<file path="src/rtl/interface_jogada.sv">
// Switch input stage for the game datapath: debounces chaves, waits for release,
// and reports each accepted press once as a valid (one-hot) or invalid play.
module interface_jogada #(
  parameter int DEBOUNCE_CICLOS = 4,
  parameter int CW              = 3
) (
  input  logic       clock,
  input  logic       reset,
  input  logic       habilita,
  input  logic [3:0] chaves,
  output logic [3:0] jogada,
  output logic       jogada_feita,
  output logic       jogada_invalida,
  output logic       tem_jogada,
  output logic [3:0] db_estado
);

  localparam logic [1:0] ESPERA   = 2'd0;
  localparam logic [1:0] FILTRA   = 2'd1;
  localparam logic [1:0] REGISTRA = 2'd2;
  localparam logic [1:0] SOLTAR   = 2'd3;

  localparam logic [CW-1:0] ULTIMO = CW'(DEBOUNCE_CICLOS - 1);

  logic [1:0]    estado;
  logic [3:0]    amostra;
  logic [CW-1:0] contador;

  function automatic logic onehot(input logic [3:0] x);
    logic r;
    case (x)
      4'b0001, 4'b0010, 4'b0100, 4'b1000: r = 1'b1;
      default:                            r = 1'b0;
    endcase
    return r;
  endfunction

  always_ff @(posedge clock) begin
    if (reset) begin
      estado   <= ESPERA;
      amostra  <= '0;
      contador <= '0;
      jogada   <= '0;
    end else begin
      case (estado)
        ESPERA: begin
          if (habilita && (chaves != 4'b0000)) begin
            estado   <= FILTRA;
            amostra  <= chaves;
            contador <= '0;
          end
        end
        FILTRA: begin
          if (!habilita || (chaves == 4'b0000)) begin
            estado <= ESPERA;
          end else if (chaves != amostra) begin
            // a different key pattern restarts the stability window
            amostra  <= chaves;
            contador <= '0;
          end else if (contador == ULTIMO) begin
            estado <= REGISTRA;
            if (onehot(amostra)) jogada <= amostra;
          end else begin
            contador <= contador + 1'b1;
          end
        end
        REGISTRA: begin
          estado   <= SOLTAR;
          contador <= '0;
        end
        SOLTAR: begin
          // any key still down (even a new one) only delays the release
          if (chaves != 4'b0000) begin
            contador <= '0;
          end else if (contador == ULTIMO) begin
            estado <= ESPERA;
          end else begin
            contador <= contador + 1'b1;
          end
        end
        default: estado <= ESPERA;
      endcase
    end
  end

  assign jogada_feita    = (estado == REGISTRA) &&  onehot(amostra);
  assign jogada_invalida = (estado == REGISTRA) && !onehot(amostra);
  assign tem_jogada      = |chaves;
  assign db_estado       = {2'b00, estado};

endmodule
</file>
<file path="config.mk">
export PLATFORM = sky130hd
export DESIGN_NAME = interface_jogada
export DESIGN_NICKNAME = d
export VERILOG_FILES = /design/src/rtl/interface_jogada.sv
export SDC_FILE = /design/constraint.sdc
export NUM_CORES = 1
export LEC_CHECK = 0
export BUFFER_PORTS_ARGS = -buffer_cell sky130_fd_sc_hd__buf_2
export CORE_UTILIZATION = 25
export CTS_BUF_LIST = sky130_fd_sc_hd__clkbuf_8
export DETAILED_ROUTE_END_ITERATION = 6
export HOLD_SLACK_MARGIN = 0.12
export PLACE_DENSITY = 0.42
export SLEW_MARGIN = 40
export SYNTH_ARGS = -nofsm -noshare
export SYNTH_HDL_FRONTEND = slang
export SYNTH_SLANG_ARGS = --single-unit
</file>
<file path="constraint.sdc">
create_clock -name clock -period 4.2 [get_ports clock]
set_input_delay 0.84 -clock clock [delete_from_list [all_inputs] [get_ports clock]]
set_output_delay 0.84 -clock clock [all_outputs]
set_load 0.01 [all_outputs]
</file>
# Yosys cells after proc, flatten, opt, wreduce, memory -nomap -nowiden
# Index checks and enable logic that the tools add are counted.
[word_totals]
regBits = 13
out_inout_bits = 11
wordCells = 62
in_bits = 7
[op_classes]
n_reduce_logical = 16
n_mux = 23
n_bitwise = 2
n_eq_ne = 16
n_addsub = 1
[ops]
columns = ["cell", "count"]
rows = [
  ["$mux W3", 5],
  ["$mux W2", 6],
  ["$mux W4", 3],
  ["$pmux W3 S4", 1],
  ["$ne A2 B2 Y1 const B", 5],
  ["$reduce_and A5 Y1", 2],
  ["$pmux W2 S4", 1],
  ["$pmux W4 S2", 1],
  ["$reduce_or A4 Y1", 2],
  ["$mux W1", 6],
  ["$ne A3 B3 Y1 const B", 2],
  ["$eq A2 B2 Y1 const B", 2],
  ["$eq A4 B1 Y1 const B", 1],
  ["$eq A4 B2 Y1 const B", 1],
  ["$eq A4 B3 Y1 const B", 1],
  ["$eq A4 B4 Y1 const B", 1],
  ["$logic_not A4 Y1", 1],
  ["$ne A4 B4 Y1", 1],
  ["$reduce_and A4 Y1", 1],
  ["$reduce_bool A4 Y1", 1],
  ["$add A3 B1 Y3 const B", 1],
  ["$eq A3 B2 Y1 const B", 1],
  ["$logic_and A1 B1 Y1", 3],
  ["$eq A2 B1 Y1 const B", 1],
  ["6 further kinds", 8],
]

# Logic depth before layout (Yosys ltp)
# Gate-level depths: netlist (run 1).
[logic_depth]
ltp_word = 9
depth_mapped = 7
ltp_nobuf = 5

# Worst setup path after synthesis (run 1)
# No wires, ideal clock.
[synth_timing]
path_kind = "input to output"
startpoint = "input port chaves[0]"
endpoint = "output port tem_jogada"
t_arrival_ns = 1.502
cell_stages = 2
setup_slack_ns = 1.858
path_cell_list = "or4_4 -> buf_6"
[synth_between]
elab_chain_len = 1
[synth_lines]
columns = ["item", "line_no", "text"]
rows = [
  ["start, declared", "10", "input logic [3:0] chaves,"],
  ["$reduce_or A4 Y1", "88", "assign tem_jogada = |chaves;"],
  ["end, declared", "14", "output logic tem_jogada,"],
]
# Every way passes these cells.

# Final worst setup path (run 1)
# Same ends and word-level chain as after synthesis.

==> impl_metrics.toml, run 1 <==
[critical_path]
required_ns = 3.36
path_max_fanout = 8
reg2reg_to = "jogada[2]"
cp-end-kind = "primary output"
cp.arrival_ns = 1.75
startpoint = "chaves[0]"
timing.critical_path.to = "tem_jogada"
reg2reg_from = "amostra[3]"
start_kind = "input pin"
critPathKind = "input pin to primary output"
r2r_setup_slack_ns = 2.63
ff2ff_path_depth = 5

[power_and_ir_drop]
power.internal_uw = 206
power_frac_comb_pct = 11.3
p_clk_share_pct = 41.8
swShare_pct = 25.9
leakage_uw = 0.000341
ir_worst_vdd_mv = 0.138
seqPwrFrac_pct = 46.9
total_power_uw = 279
p_per_area_mw_per_mm2 = 325
p_sw_uw = 72.3

[timing]
finalClockSkew_ns = 0.00137
finalMaxSlewViolations = 0
max_freq_mhz = 386
setup-violations-final = 0
setup_tns_ns = 0
finalCriticalPeriod_ns = 2.59
finalHoldViolations = 0
rsz0062_at_grt = "no"
fin_crit_sh_pct = 61.6

[route]
antenna_left = 0
wire_per_inst_um = 12.2
finalWirelength_um = 1550
vias_per_cell = 4.68
drt_iter0_markers = 10
via_count = 594
route.detailed.drc = 0
dr.pass1.iters = 4

[outcome]
status = "finished, final reports clean"

[clock_tree]
cts-root-buf = "clkbuf_8"
insertion_delay_ns = 0.24
cts_tree = "yes"
post_cts_buffers = 0
ctsResizeCount = 0
ctsHoldBuffers = 0
cts_sinks = 13
clk_pin_slew_ns = 0.06
htree_levels = 1
cts_buffers = 3
clock_path_buffers = 2

[logic_synthesis]
synth_warnings = 0
synth_area_leaders = "dfxtp_1, or2b_2, mux2i_1"
yosys.area.top_type_share_pct = 35.1
synth.distinct_cells = 28
yosysSeqAreaShare_pct = 35.1
netlist_area_um2 = 741
syn_area_per_cell_um2 = 9.14
yosys.area.top_type = "dfxtp_1"
synthCells = 81
synth_edf_count = 0
synth-main-ff-cell = "dfxtp_1"
ys_ff_latch = 13
async_reset_ff_share_pct = 0

[grt]
grtUsageTotal_pct = 10.9
overflow = 0
grt_max_degree = 16
grt_pass1_wl_um = 2620
grt_pass1_vias = 539
grt_antenna_before_repair = 0

[die]
die_x_um = 56.4
io_pins = 18
start_util_pct = 26.6
die_h_um = 56.4
rows = 19
design.die.area_mm2 = 0.00318
core_area_mm2 = 0.00278

[place]
dp.final_hpwl_um = 1170
port_buffers = 15
place.gp.congestion = 0.774
placed_cell_area_um2 = 812

[hold_path]
holdCritStartpoint = "contador[2]"
hp-class = "register to register"

[final_layout]
layout.filler_cells = 300
antenna_cells = 0
layout_common_cells = "buf_2, dfxtp_1, or2b_2, o21ai_0"
drive_above_1_share_pct = 32.3
layout.cells.most_common = "buf_2"
fin_nets = 105
area_delta_synth_final_pct = 15.9
stdcell_area_um2 = 858

[flow_run]
max_cap_violations = 0
per-stage QoR:
stage	util (%)	setup slack (ns)	instances	hold WS [ns]
after global placement	29.2	1.63	123	0.420
final	30.9	1.61	127	0.441
after floorplan	-	1.86	82	0.410
after CTS	30.9	1.62	127	0.439
after global routing	30.9	1.59	127	0.477
after detailed placement	29.2	1.62	123	0.431
cells by family (layout without fill, tap and decap cells):
kind of cell,after synthesis,count (layout),share of synthesized area [%]
muxes,6,6,8.11
adders and majority gates,1,1,1.69
other,1,2,0.506
buffers and inverters,8,22,7.77
DFF,13,13,35.1
and+or+nand+nor,32,32,28.2
xor gates and xnor gates,5,5,5.91
AOI/OAI and AO/OA,15,15,12.7
flip-flops by register name, summed over array words and instances (netlist names), named ones only:
signal,count
amostra,4
jogada,4
contador,3
estado,1
cells in the mapped netlist, types with 2 or more instances:
cell type and instances:
and3_1 2, buf_4 2, nand3_1 2, nor3_1 2
xnor2_1 4, mux2i_1 6, buf_6 2, nand3b_1 5
dfxtp_1 13, nand2_1 3, nor2_1 6, inv_1 3
o21ai_0 7, a21oi_1 3, or2b_2 8
power groups by stage:
stage	Sequential, µW	Clock (µW)	Combinational [µW]
2_1_floorplan	133	0	23.5
3_3_place_gp	133	0	31.4
3_5_place_dp	133	0	31.8
4_1_cts	131	120	31.8
5_1_grt	131	126	36.2
6_report	131	116	31.5
worst min path at each step:
| stage | slack, ns | to | cells past startpoint |
|---|---|---|---|
| floorplan | 0.41 | contador[2] | 2 |
| global placement | 0.42 | contador[2] | 2 |
| detailed placement | 0.43 | contador[2] | 2 |
| CTS | 0.44 | contador[2] | 2 |
| global route | 0.48 | contador[2] | 2 |
| finish | 0.44 | contador[2] | 2 |
final cells by class:
type                       count  area [µm²]  share of cell area [%]
multi-input combinational     61         427                    49.7
tap                           31        38.8                    4.52
clock inverter                 1        5.00                   0.583
clock buffer                   3        41.3                    4.81
timing repair buffer          15        75.1                    8.75
sequential                    13         260                    30.3
inverter                       3        11.3                    1.31
worst max-delay path, stage by stage:
cell and delay [ns]:
buf_2 0.12, or4_4 0.61, buf_2 0.18
per-layer routing:
layer / GRT usage [%] / share of wire, % / up-vias / routed length [µm]
met2: 15.5 / 43 / 21 / 665
met3: 2.30 / 5.2 / 2 / 81
met1: 15.4 / 51 / 260 / 792
met5: 0 / 0 / - / 0
li1: - / - / 311 / -
met4: 5.23 / 0.84 / 0 / 13
Note: power is estimated with default switching activity, not from simulation.
==> run 2: changes to the inputs <==
- clock period: 4.2 -> 2.5 ns (I/O delays scaled with it)
==> impl_metrics.toml, run 2 (synthesized netlist as in run 1, its figures left out) <==
[die]
rows = 19
start_util_pct = 26.6
io_pins = 18
die_x_um = 56.4
die_h_um = 56.4
design.die.area_mm2 = 0.00318
core_area_mm2 = 0.00278

[clock_tree]
cts_tree = "yes"
htree_levels = 1
ctsHoldBuffers = 0
cts-root-buf = "clkbuf_8"
insertion_delay_ns = 0.24
ctsResizeCount = 0
clk_pin_slew_ns = 0.06
post_cts_buffers = 0
cts_sinks = 13
cts_buffers = 3
clock_path_buffers = 2

[place]
place.gp.congestion = 0.742
placed_cell_area_um2 = 812
port_buffers = 15
dp_cells = 123
dp.final_hpwl_um = 1130

[power_and_ir_drop]
leakage_uw = 0.000341
p_sw_uw = 117
p_per_area_mw_per_mm2 = 540
seqPwrFrac_pct = 47.3
power_frac_comb_pct = 11.5
power.internal_uw = 347
total_power_uw = 463
swShare_pct = 25.2
p_clk_share_pct = 41.2
ir_worst_vdd_mv = 0.261

[grt]
grt_pass1_vias = 579
grt_antenna_before_repair = 0
grtUsageTotal_pct = 10.3
grt_pass1_wl_um = 2530
grt_max_degree = 16
overflow = 0

[route]
antenna_left = 0
via_count = 600
wire_per_inst_um = 11.6
vias_per_cell = 4.72
route.detailed.drc = 0
dr.pass1.iters = 4
drt_iter0_markers = 10
finalWirelength_um = 1470

[final_layout]
layout.cells.most_common = "buf_2"
register_area_um2 = 260
area_delta_synth_final_pct = 15.9
top_regs = "amostra (4), jogada (4), contador (3)"
layout_common_cells = "buf_2, dfxtp_1, or2b_2, o21ai_0"
stdcell_count = 127
layout.filler_cells = 295
fin_nets = 105
antenna_cells = 0
drive_above_1_share_pct = 32.3
stdcell_area_um2 = 858
multi_input_area_um2 = 427

[hold_path]
hp-class = "register to register"
holdCritStartpoint = "contador[2]"
hold_end = "contador[2]"
hold_depth = 2

[timing]
finalMaxSlewViolations = 0
fin_crit_sh_pct = 84.1
rsz0062_at_grt = "no"
setup-violations-final = 0
max_freq_mhz = 475
timing.hold.ws_ns = 0.433
setup_tns_ns = 0
finalHoldViolations = 0
finalClockSkew_ns = 0.00158
finalCriticalPeriod_ns = 2.10

[critical_path]
cp.arrival_ns = 1.60
reg2reg_to = "jogada[1]"
reg2reg_from = "amostra[3]"
critPathKind = "register to primary output"
required_ns = 2.00
path_max_fanout = 4
cp-end-kind = "primary output"
start_kind = "register"
r2r_setup_slack_ns = 0.84
ff2ff_path_depth = 5

[flow_run]
max_cap_violations = 0

[outcome]
status = "finished, final reports clean"
run 2: worst max path at each step:
stage | startpoint | end | slack (ns) | cells past startpoint
after global routing | amostra[3] | jogada_feita | 0.31 | 5
after detailed placement | chaves[0] | tem_jogada | 0.61 | 3
after global placement | chaves[0] | tem_jogada | 0.61 | 3
after CTS | amostra[3] | jogada_feita | 0.41 | 5
final | amostra[3] | jogada_feita | 0.40 | 5
after floorplan | chaves[0] | jogada[0] | 0.72 | 7
run 2: layout make-up:
cell class / instances / area share (%)
tap: 31 / 4.52
clock inverter: 1 / 0.583
timing repair buffer: 15 / 8.75
inverter: 3 / 1.31
multi-input combinational: 61 / 49.7
clock buffer: 3 / 4.81
sequential: 13 / 30.3
run 2: power groups by stage:
stage                     combinational [µW]  sequential, µW  clock (µW)
after global routing                    60.3             220         210
after floorplan                         39.5             223           0
after CTS                               54.1             219         200
after global placement                  54.3             224           0
final                                   53.5             219         191
after detailed placement                54.0             224           0
run 2: critical path: stages, from the launching register on:
cell	delay, ns
dfxtp_1	0.40
xor2_1	0.15
mux2i_1	0.08
o21ai_0	0.38
and3_1	0.22
buf_2	0.12
run 2: per-stage QoR:
step	setup slack (ns)	utilization (%)
floorplan	0.724	-
global placement	0.612	29.2
detailed placement	0.608	29.2
CTS	0.406	30.9
global route	0.314	30.9
finish	0.396	30.9
run 2: routing by layer:
layer	routed length, µm	GRT usage, %	vias up	part of all wire [%]
li1	-	-	307	-
met2	735	17.5	18	50
met4	0	3.14	0	0
met1	661	11.9	275	45
met5	0	0	-	0
met3	76	4.15	0	5.2
==> run 3: changes to the inputs <==
- clock period: 2.5 -> 2.1 ns (I/O delays scaled with it)
==> impl_metrics.toml, run 3 (synthesized netlist as in run 1, its figures left out) <==
[outcome]
status = "finished, final reports clean"

[power_and_ir_drop]
p_sw_uw = 142
swShare_pct = 25.6
total_power_uw = 552
leakage_uw = 0.000342
power_frac_comb_pct = 11.7
seqPwrFrac_pct = 47.2
p_clk_share_pct = 41.1
ir_worst_vdd_mv = 0.504
p_per_area_mw_per_mm2 = 645
power.internal_uw = 411

[hold_path]
hold_depth = 2
hp-class = "register to register"

[critical_path]
cpPeakStageDelay_ns = 0.39
cp-end-kind = "primary output"
ff2ff_path_depth = 5
cp.arrival_ns = 1.61
worstPathCellList = "xor2_1 > mux2i_1 > o21ai_0 > and3_1 > buf_2"
path_max_fanout = 4
start_kind = "register"
slowest_stage = "dfxtp_1"
critPathKind = "register to primary output"
required_ns = 1.68
r2r_setup_slack_ns = 0.40

[final_layout]
fin_nets = 105
layout.filler_cells = 300
layout.cells.most_common = "buf_2"
final_util_pct = 30.8
antenna_cells = 0
drive_above_1_share_pct = 31.3
layout_common_cells = "buf_2, dfxtp_1, or2b_2, o21ai_0"
top_regs = "amostra (4), jogada (4), contador (3)"
stdcell_count = 127
stdcell_area_um2 = 857
area_delta_synth_final_pct = 15.7

[clock_tree]
cts-root-buf = "clkbuf_8"
ctsResizeCount = 0
insertion_delay_ns = 0.24
clk_pin_slew_ns = 0.06
cts_sinks = 13
ctsHoldBuffers = 0
cts_tree = "yes"
clock_path_buffers = 2
cts_buffers = 3
post_cts_buffers = 0
htree_levels = 1

[timing]
rsz0062_at_grt = "no"
fin_crit_sh_pct = 96.7
finalClockSkew_ns = 0.000942
max_freq_mhz = 493
finalMaxSlewViolations = 0
finalCriticalPeriod_ns = 2.03
finalHoldViolations = 0
setup-violations-final = 0
setup_tns_ns = 0

[route]
route.detailed.drc = 0
finalWirelength_um = 1550
antenna_left = 0
vias_per_cell = 4.66
drt_iter0_markers = 9
dr.pass1.iters = 4
via_count = 592
wire_per_inst_um = 12.2

[grt]
overflow = 0
grt_pass1_vias = 573
grt_antenna_before_repair = 0
grt_max_degree = 16
grtUsageTotal_pct = 11.1
grt_pass1_wl_um = 2700

[place]
placed_cell_area_um2 = 812
port_buffers = 15
dp_cells = 123
place.gp.congestion = 0.776
dp.final_hpwl_um = 1160

[die]
start_util_pct = 26.6
die_h_um = 56.4
design.die.area_mm2 = 0.00318
core_area_mm2 = 0.00278
rows = 19
die_x_um = 56.4
io_pins = 18

[flow_run]
max_cap_violations = 0
==> run 3: changes by cell type in the layout (fill, tap and decap cells not counted) <==
cell and delta:
clkinv_2 -1, inv_1 +1
==> run 3: area by class of cell <==
type / count / area, µm² / area share, %
clock inverters: 1 / 3.75 / 0.438
clock buffers: 3 / 41.3 / 4.82
inverters: 3 / 11.3 / 1.31
repair buffers: 15 / 75.1 / 8.76
multi-input cells: 61 / 427 / 49.8
flip-flops and latches: 13 / 260 / 30.4
well taps: 31 / 38.8 / 4.53
==> run 3: stage by stage <==
step                      hold slack (ns)  setup slack, ns
final                               0.435           0.0698
after global placement              0.418            0.296
after global routing                0.456          0.00391
after detailed placement            0.424            0.283
after floorplan                     0.410            0.404
after CTS                           0.433           0.0942
==> run 3: path summary, 6_finish.rpt <==
kind / end / from
max: jogada_feita / amostra[3]
min: contador[2] / contador[2]
max reg2reg: jogada[3] / amostra[3]
min reg2reg: contador[2] / contador[2]
==> run 3: metal layers <==
metal / vias to the layer above / track usage (%) / part of all wire (%)
met1: 263 / 13.7 / 49
met2: 19 / 17.3 / 44
met5: - / 0 / 0
met3: 2 / 5.07 / 6.0
met4: 0 / 3.14 / 0.84
li1: 308 / - / -
==> run 3: critical path, delay by kind of cell (launching register included) <==
family | cells | cell delay (ns)
simple gates | 1 | 0.21
xor+xnor | 1 | 0.18
mux | 1 | 0.09
buf+inv | 1 | 0.12
flops | 1 | 0.39
compound gates | 1 | 0.38
==> run 3: power groups by stage <==
stage	sequential [µW]	clock [µW]	combinational, µW
CTS	261	234	64.9
finish	261	227	64.9
floorplan	265	0	47.0
global route	262	247	74.1
detailed placement	266	0	64.8
global placement	266	0	65.2
